$ cat src/rtl/mem_bridge.sv
// CPU-to-RAM bridge: converts byte/half/word accesses into word-addressed,
// byte-enabled RAM beats, splitting misaligned accesses into two beats.
module mem_bridge #(
    parameter int AW     = 32,
    parameter int RAM_AW = 30
) (
    input  logic              clk,
    input  logic              reset,
    input  logic              wr_strobe,
    input  logic              rd_req,
    input  logic [1:0]        mem_size,
    input  logic [AW-1:0]     addr,
    input  logic [31:0]       data_i,
    output logic [31:0]       data_o,
    output logic              busy,
    output logic              done,
    output logic              drop_err,
    output logic              ram_req,
    output logic              ram_we,
    output logic [RAM_AW-1:0] ram_addr,
    output logic [3:0]        ram_be,
    output logic [31:0]       ram_wdata,
    input  logic [31:0]       ram_rdata,
    input  logic              ram_ack
);

    typedef enum logic [1:0] {IDLE, BEAT0, BEAT1, DONE} state_t;

    state_t          state_q, state_d;
    logic            strobe_q;
    logic [AW-1:0]   addr_q, addr_d;
    logic [1:0]      size_q, size_d;
    logic [31:0]     wdata_q, wdata_d;
    logic            we_q, we_d;
    logic [63:0]     rd64_q, rd64_d;
    logic [31:0]     data_o_q, data_o_d;
    logic            drop_err_q, drop_err_d;

    logic            wr_edge;
    logic            req_any;
    logic [1:0]      off;
    logic [3:0]      mask;
    logic [7:0]      be64;
    logic [63:0]     wd64;
    logic            split;
    logic [RAM_AW-1:0] word_addr;
    logic [31:0]     rd_shift;

    assign wr_edge   = wr_strobe & ~strobe_q;
    assign req_any   = wr_edge | rd_req;
    assign off       = addr_q[1:0];
    assign word_addr = addr_q[AW-1:2];

    // Lane steering is derived from the captured request so beats stay stable
    always_comb begin
        case (size_q)
            2'b00:   mask = 4'b0001;
            2'b01:   mask = 4'b0011;
            default: mask = 4'b1111;
        endcase
        be64     = {4'b0000, mask} << off;
        wd64     = {32'h0, wdata_q} << {off, 3'b000};
        split    = |be64[7:4];
        rd_shift = 32'(rd64_q >> {off, 3'b000});
    end

    always_ff @(posedge clk or posedge reset) begin
        if (reset) state_q <= IDLE;
        else       state_q <= state_d;
    end

    always_comb begin
        state_d = state_q;
        case (state_q)
            IDLE:  if (req_any && mem_size != 2'b11) state_d = BEAT0;
            BEAT0: if (ram_ack) state_d = split ? BEAT1 : DONE;
            BEAT1: if (ram_ack) state_d = DONE;
            DONE:  state_d = IDLE;
            default: state_d = IDLE;
        endcase
    end

    // Request capture, rejection and read-data assembly
    always_comb begin
        addr_d     = addr_q;
        size_d     = size_q;
        wdata_d    = wdata_q;
        we_d       = we_q;
        rd64_d     = rd64_q;
        data_o_d   = data_o_q;
        drop_err_d = 1'b0;
        if (state_q == IDLE) begin
            if (req_any) begin
                if (mem_size == 2'b11) begin
                    drop_err_d = 1'b1;
                end else begin
                    addr_d     = addr;
                    size_d     = mem_size;
                    wdata_d    = data_i;
                    we_d       = wr_edge;
                    drop_err_d = wr_edge & rd_req;
                end
            end
        end else begin
            drop_err_d = req_any;
        end
        if (state_q == BEAT0 && ram_ack) rd64_d[31:0]  = ram_rdata;
        if (state_q == BEAT1 && ram_ack) rd64_d[63:32] = ram_rdata;
        if (state_q == DONE && !we_q) begin
            case (size_q)
                2'b00:   data_o_d = {24'h0, rd_shift[7:0]};
                2'b01:   data_o_d = {16'h0, rd_shift[15:0]};
                default: data_o_d = rd_shift;
            endcase
        end
    end

    always_ff @(posedge clk or posedge reset) begin
        if (reset) begin
            strobe_q   <= 1'b0;
            addr_q     <= '0;
            size_q     <= '0;
            wdata_q    <= '0;
            we_q       <= 1'b0;
            rd64_q     <= '0;
            data_o_q   <= '0;
            drop_err_q <= 1'b0;
        end else begin
            strobe_q   <= wr_strobe;
            addr_q     <= addr_d;
            size_q     <= size_d;
            wdata_q    <= wdata_d;
            we_q       <= we_d;
            rd64_q     <= rd64_d;
            data_o_q   <= data_o_d;
            drop_err_q <= drop_err_d;
        end
    end

    always_comb begin
        busy      = (state_q != IDLE);
        done      = (state_q == DONE);
        ram_req   = 1'b0;
        ram_we    = 1'b0;
        ram_addr  = '0;
        ram_be    = '0;
        ram_wdata = '0;
        case (state_q)
            BEAT0: begin
                ram_req   = 1'b1;
                ram_we    = we_q;
                ram_addr  = word_addr;
                ram_be    = be64[3:0];
                ram_wdata = wd64[31:0];
            end
            BEAT1: begin
                ram_req   = 1'b1;
                ram_we    = we_q;
                ram_addr  = word_addr + RAM_AW'(1);
                ram_be    = be64[7:4];
                ram_wdata = wd64[63:32];
            end
            default: ;
        endcase
    end

    assign data_o   = data_o_q;
    assign drop_err = drop_err_q;

endmodule

$ cat config.mk
export PLATFORM = sky130hd
export DESIGN_NAME = mem_bridge
export DESIGN_NICKNAME = d
export VERILOG_FILES = /design/src/rtl/mem_bridge.sv
export SDC_FILE = /design/constraint.sdc
export NUM_CORES = 1
export LEC_CHECK = 0
export ABC_AREA = 1
export BUFFER_PORTS_ARGS = -buffer_cell sky130_fd_sc_hd__buf_2
export CORE_MARGIN = 2
export CORE_UTILIZATION = 35
export CTS_CLUSTER_DIAMETER = 200
export DETAILED_ROUTE_END_ITERATION = 16
export PLACE_DENSITY = 0.57
export SYNTH_ARGS = -nofsm -noshare
export SYNTH_HDL_FRONTEND = slang
export SYNTH_SLANG_ARGS = --single-unit
$ cat constraint.sdc
create_clock -name clk -period 10 [get_ports clk]
set_input_delay 1.5 -clock clk [delete_from_list [all_inputs] [get_ports clk]]
set_output_delay 1.5 -clock clk [all_outputs]
set_load 0.02 [all_outputs]
# After elaboration in Yosys (flattened, before gate mapping)
# Cells that the tools add are included.
totals:
  ff_bits: 167
  latch_bits: 0
  mem_bits_rw: 0
  romBits: 0
  in_bits: 103
  elab_cells: 55
  memories: 0
classes:
  add_sub_neg: 1
  n_mul: 0
  n_div: 0
  order_cmp: 0
  eq_ne: 9
  shift: 3
  n_mux: 15
  bitwise_logic: 5
  n_reduce_logical: 12
ops:
  columns: ["cell", "count"]
  rows:
  - ["$pmux W32 S2", 2]
  - ["$shl A32 B5 Y64", 1]
  - ["$shr A64 B5 Y32", 1]
  - ["$pmux W30 S2", 1]
  - ["$add A30 B1 Y30 const B", 1]
  - ["$pmux W4 S2", 2]
  - ["$ne A2 B2 Y1 const B", 4]
  - ["$pmux W2 S4", 1]
  - ["$shl A4 B2 Y8", 1]
  - ["$eq A2 B2 Y1 const B", 3]
  - ["$mux W1", 6]
  - ["$mux W2", 3]
  - ["$reduce_and A3 Y1", 2]
  - ["$eq A2 B1 Y1 const B", 2]
  - ["$logic_and A1 B1 Y1", 4]
  - ["$logic_not A2 Y1", 2]
  - ["$reduce_or A4 Y1", 1]
  - ["$and A1 B1 Y1", 2]
  - ["$not A1 Y1", 2]
  - ["$reduce_bool A2 Y1", 1]
  - ["$reduce_or A2 Y1", 1]
  - ["$logic_not A1 Y1", 1]
  - ["$or A1 B1 Y1", 1]

# Logic depth before layout (Yosys ltp)
depth:
  ltp_word: 7
  depth_mapped: 10

# Least setup slack after synthesis
# Ideal clock, no wire load.
synth_path:
  path_kind: "flip-flop to output port"
  start: "reg state_q[1]"
  end: "out ram_be[3]"
  arrival_ns: 1.955
  t_required_ns: 8.500
  slack_ns: 6.545
  path_stages_with_launch: 7
  path_buffers: 2
  cell_sequence: "dfrtp_1 > inv_1 > ha_1 > buf_2 > nand2_1 > clkbuf_1 > a211oi_1"
synth_between:
  elab_chain_len: 2
  elab_cells_between_ends: 3
synth_rtl:
  columns: ["item", "line_no", "text"]
  rows:
  - ["from (decl)", "29", "state_t state_q, state_d;"]
  - ["from (signal assigned)", "69", "else state_q <= state_d;"]
  - ["$eq A2 B2 Y1 or $eq A2 B1 Y1 (tied branches)", "148", "case (state_q)"]
  - ["$pmux W4 S2 (*)", "148", null]
  - ["to (decl)", "21", "output logic [3:0] ram_be,"]
# Every way passes the cells marked *; elsewhere a longest branch is shown, timed or not.

# Worst setup path after layout
layout_path:
  start: "reg state_q[1]"
  end: "out ram_wdata[28]"
layout_between:
  elab_chain_len: 2
  elab_cells_between_ends: 3
layout_rtl:
  columns: ["item", "line_no", "text"]
  rows:
  - ["$eq A2 B2 Y1 or $eq A2 B1 Y1 (tied branches)", "148", null]
  - ["$pmux W32 S2 (*)", "148", null]
  - ["to (decl)", "22", "output logic [31:0] ram_wdata,"]
# Marked as above.

==> impl_metrics.json <==
{
  "place_congestion": 0.869,
  "coreArea_um2": 25200,
  "cts_max_level": 4,
  "ys_warn_count": 0,
  "drt_wl_total_um": 29100,
  "finalNonFillerCells": 1693,
  "relSlewSlack_pct": 26.5,
  "drive_gt1_share_pct": 22.4,
  "seq_power_share_pct": 30.9,
  "met1_length_um": 13600,
  "intPower_mw": 1.95,
  "met2_length_um": 13000,
  "hold_viol_final": 0,
  "tightestPinTransition_ns": 1.10,
  "avgSynthCellArea_um2": 7.57,
  "syn-num-nets": 1293,
  "ys_seq_area_share_pct": 44.3,
  "synthCells": 1185,
  "cts_buffers": 17,
  "cp-end-kind": "primary output",
  "clock-sinks": 159,
  "vias": 8702,
  "cts_tree": "built",
  "reg2reg_from": "state_q[1]",
  "clkLatencyLatePin_ns": 0.45,
  "groute.usage.overall_pct": 21.8,
  "status": "completed",
  "grt_pass1_vias": 8220,
  "crit_arrival_ns": 3.69,
  "clock.fmax_mhz": 193,
  "antenna_found_initial": 5,
  "root_buffer": "clkbuf_16",
  "cts-resized-gates": 0,
  "synth_largest_area_cell": "dfrtp_1",
  "crit_path_start": "state_q[1]",
  "synthArstFlopShare_pct": 100,
  "switching_share_pct": 50.2,
  "drtIter0Drc": 662,
  "finalSetupViolations": 0,
  "power.switching_mw": 1.97,
  "clock_power_share_pct": 17.1,
  "maxCapViolCount": 0,
  "netlist_area_um2": 8970,
  "ys.flop_type": "dfrtp_1",
  "reg2reg_to": "wdata_q[28]",
  "cts_setup_buffers": 0,
  "final_nets": 1455,
  "detail-route-antenna-nets": 0,
  "path_class": "reg2out",
  "fin_crit_sh_pct": 51.9,
  "post-route-min-period_ns": 5.19,
  "dr_wl_met3_um": 1950,
  "port_buffers": 205,
  "dieArea_um2": 26900,
  "synth_edf_count": 0,
  "grt_overflow": 0,
  "grt_max_degree": 89,
  "utilization_pct": 42.7,
  "post-dp-hpwl_um": 20400,
  "grt_first_pass_wirelength_um": 45200,
  "endpoint": "ram_wdata[28]",
  "syn_to_final_growth_pct": 19.8,
  "avgViaCountPerCell": 5.14,
  "power.leakage_nw": 5.52,
  "synthDistinctLibCells": 36,
  "start_util_pct": 35.6,
  "synth_most_common_cell": "nand2_1",
  "power.share.combinational_pct": 52.1,
  "critPathRequiredTime_ns": 8.50,
  "powerDensity_nw_per_um2": 365,
  "routedWlPerCell_um": 17.2,
  "slew_viol_final": 0,
  "drc": 0,
  "clkTransAtPathRegs_ns": 0.07,
  "setup-tns-final_ns": 0,
  "dpl.cell_count": 1658,
  "path_max_fanout": 22,
  "ir_drop_v": 0.000133,
  "skew_ns": 0.0226,
  "rows": 58,
  "synth_commonest_cells": "334 x nand2_1, 162 x o21ai_0, 159 x dfrtp_1",
  "top_layer": "met5",
  "cts_buffer_depth": 2,
  "synth-seq-cells": 159,
  "hold_class": "reg2reg",
  "start_kind": "register",
  "die_h_um": 164,
  "synth_area_leaders": "dfrtp_1 44%, nand2_1 14%, o21ai_0 9.0%",
  "reg2reg_depth": 7,
  "hold_buffers": 0,
  "ios": 206,
  "reg2reg_slack_ns": 7.51,
  "rsz0062_at_grt": "false",
  "die_w_um": 164,
  "first_pass_iters": 7,
  "synthDominantCellAreaShare_pct": 44.3
}
through the flow:
step	cell area (um^2)	power, mW	hold WS, ns	worst slack (ns)
5_1_grt	10700	4.23	0.510	4.62
2_1_floorplan	8970	2.62	0.453	4.21
3_3_place_gp	10100	3.22	0.470	5.44
4_1_cts	10700	3.93	0.493	4.84
3_5_place_dp	10100	3.25	0.473	5.32
6_report	10800	3.92	0.487	4.81
registers in the layout (all words and copies together) (netlist names):
signal	flops
drop_err	1
state_q	2
strobe_q	1
we_q	1
size_q	2
wdata_q	32
data_o	32
rd64_q	56
addr_q	32
kinds of logic (layout without fill, tap and decap cells):
logic type,Yosys count,in the layout,share of synthesized area (%)
fa+ha+maj,5,5,0.697
simple gates,511,511,22.9
xor+xnor,1,1,0.0976
other cells,0,3,0
buf+inv,173,348,8.28
flops,159,159,44.3
compound gates,284,284,17.0
mux,52,52,6.65
worst min path at each step:
| stage | startpoint | endpoint | slack [ns] | cells after the start |
|---|---|---|---|---|
| after CTS | rd64_q[55] | rd64_q[55] | 0.49 | 2 |
| final | rd64_q[1] | rd64_q[1] | 0.49 | 2 |
| after floorplan | rd64_q[32] | rd64_q[32] | 0.45 | 2 |
| after global placement | rd64_q[55] | rd64_q[55] | 0.47 | 2 |
| after detailed placement | rd64_q[55] | rd64_q[55] | 0.47 | 2 |
| after global routing | rd64_q[5] | rd64_q[5] | 0.51 | 2 |
area by class of cell:
class | instances | area [um^2]
fillers | 2646 | 14400
multi-input cells | 853 | 4260
flip-flops and latches | 159 | 3980
repair buffers | 212 | 1080
clock buffers | 17 | 425
well taps | 330 | 413
inverters | 104 | 395
clock inverters | 15 | 188
diodes | 3 | 7.51
critical path, cell delays in order (launching register included):
cell	delay, ns
dfrtp_1	0.41
inv_1	0.09
ha_1	0.54
nand2_1	0.44
inv_1	0.81
nand2_1	0.38
o22ai_1	0.35
buf_2	0.23
layer usage:
| layer | vias up | track usage (%) |
|---|---|---|
| met3 | 37 | 4.39 |
| li1 | 4240 | - |
| met1 | 4121 | 30.7 |
| met2 | 300 | 33.4 |
| met5 | - | 0 |
| met4 | 4 | 7.14 |
cell usage in the layout (no fill, tap or decap), types with 2 or more instances in the layout:
| cell | netlist | layout |
|---|---|---|
| nor2_1 | 97 | 97 |
| ha_1 | 5 | 5 |
| dfrtp_2 | 0 | 2 |
| nor2_2 | 9 | 9 |
| a31oi_1 | 12 | 12 |
| nand4_1 | 10 | 10 |
| buf_4 | 7 | 7 |
| o21ai_1 | 2 | 2 |
| a21oi_1 | 61 | 61 |
| mux2_4 | 7 | 7 |
| clkbuf_16 | 0 | 17 |
| inv_8 | 0 | 5 |
| nand2_2 | 1 | 2 |
| dfrtp_1 | 159 | 157 |
| a22oi_1 | 2 | 2 |
| mux2i_1 | 12 | 12 |
| o22ai_1 | 32 | 32 |
| inv_1 | 101 | 100 |
| inv_6 | 0 | 2 |
| buf_2 | 24 | 205 |
| diode_2 | 0 | 3 |
| mux2_2 | 33 | 33 |
| inv_2 | 2 | 2 |
| nand2_1 | 334 | 332 |
| o211ai_1 | 2 | 2 |
| clkinv_8 | 0 | 6 |
| nand3_1 | 54 | 54 |
| a22o_1 | 8 | 8 |
| nor3_1 | 2 | 2 |
| o21ai_0 | 162 | 162 |
| clkinv_4 | 0 | 2 |
power groups by stage:
stage | logic, mW | clock network (mW) | registers, mW
floorplan | 1.43 | 0 | 1.19
global placement | 2.01 | 0 | 1.21
detailed placement | 2.03 | 0 | 1.22
CTS | 2.04 | 0.685 | 1.21
global route | 2.26 | 0.713 | 1.25
finish | 2.04 | 0.669 | 1.21
(Power assumes the default switching activity.)
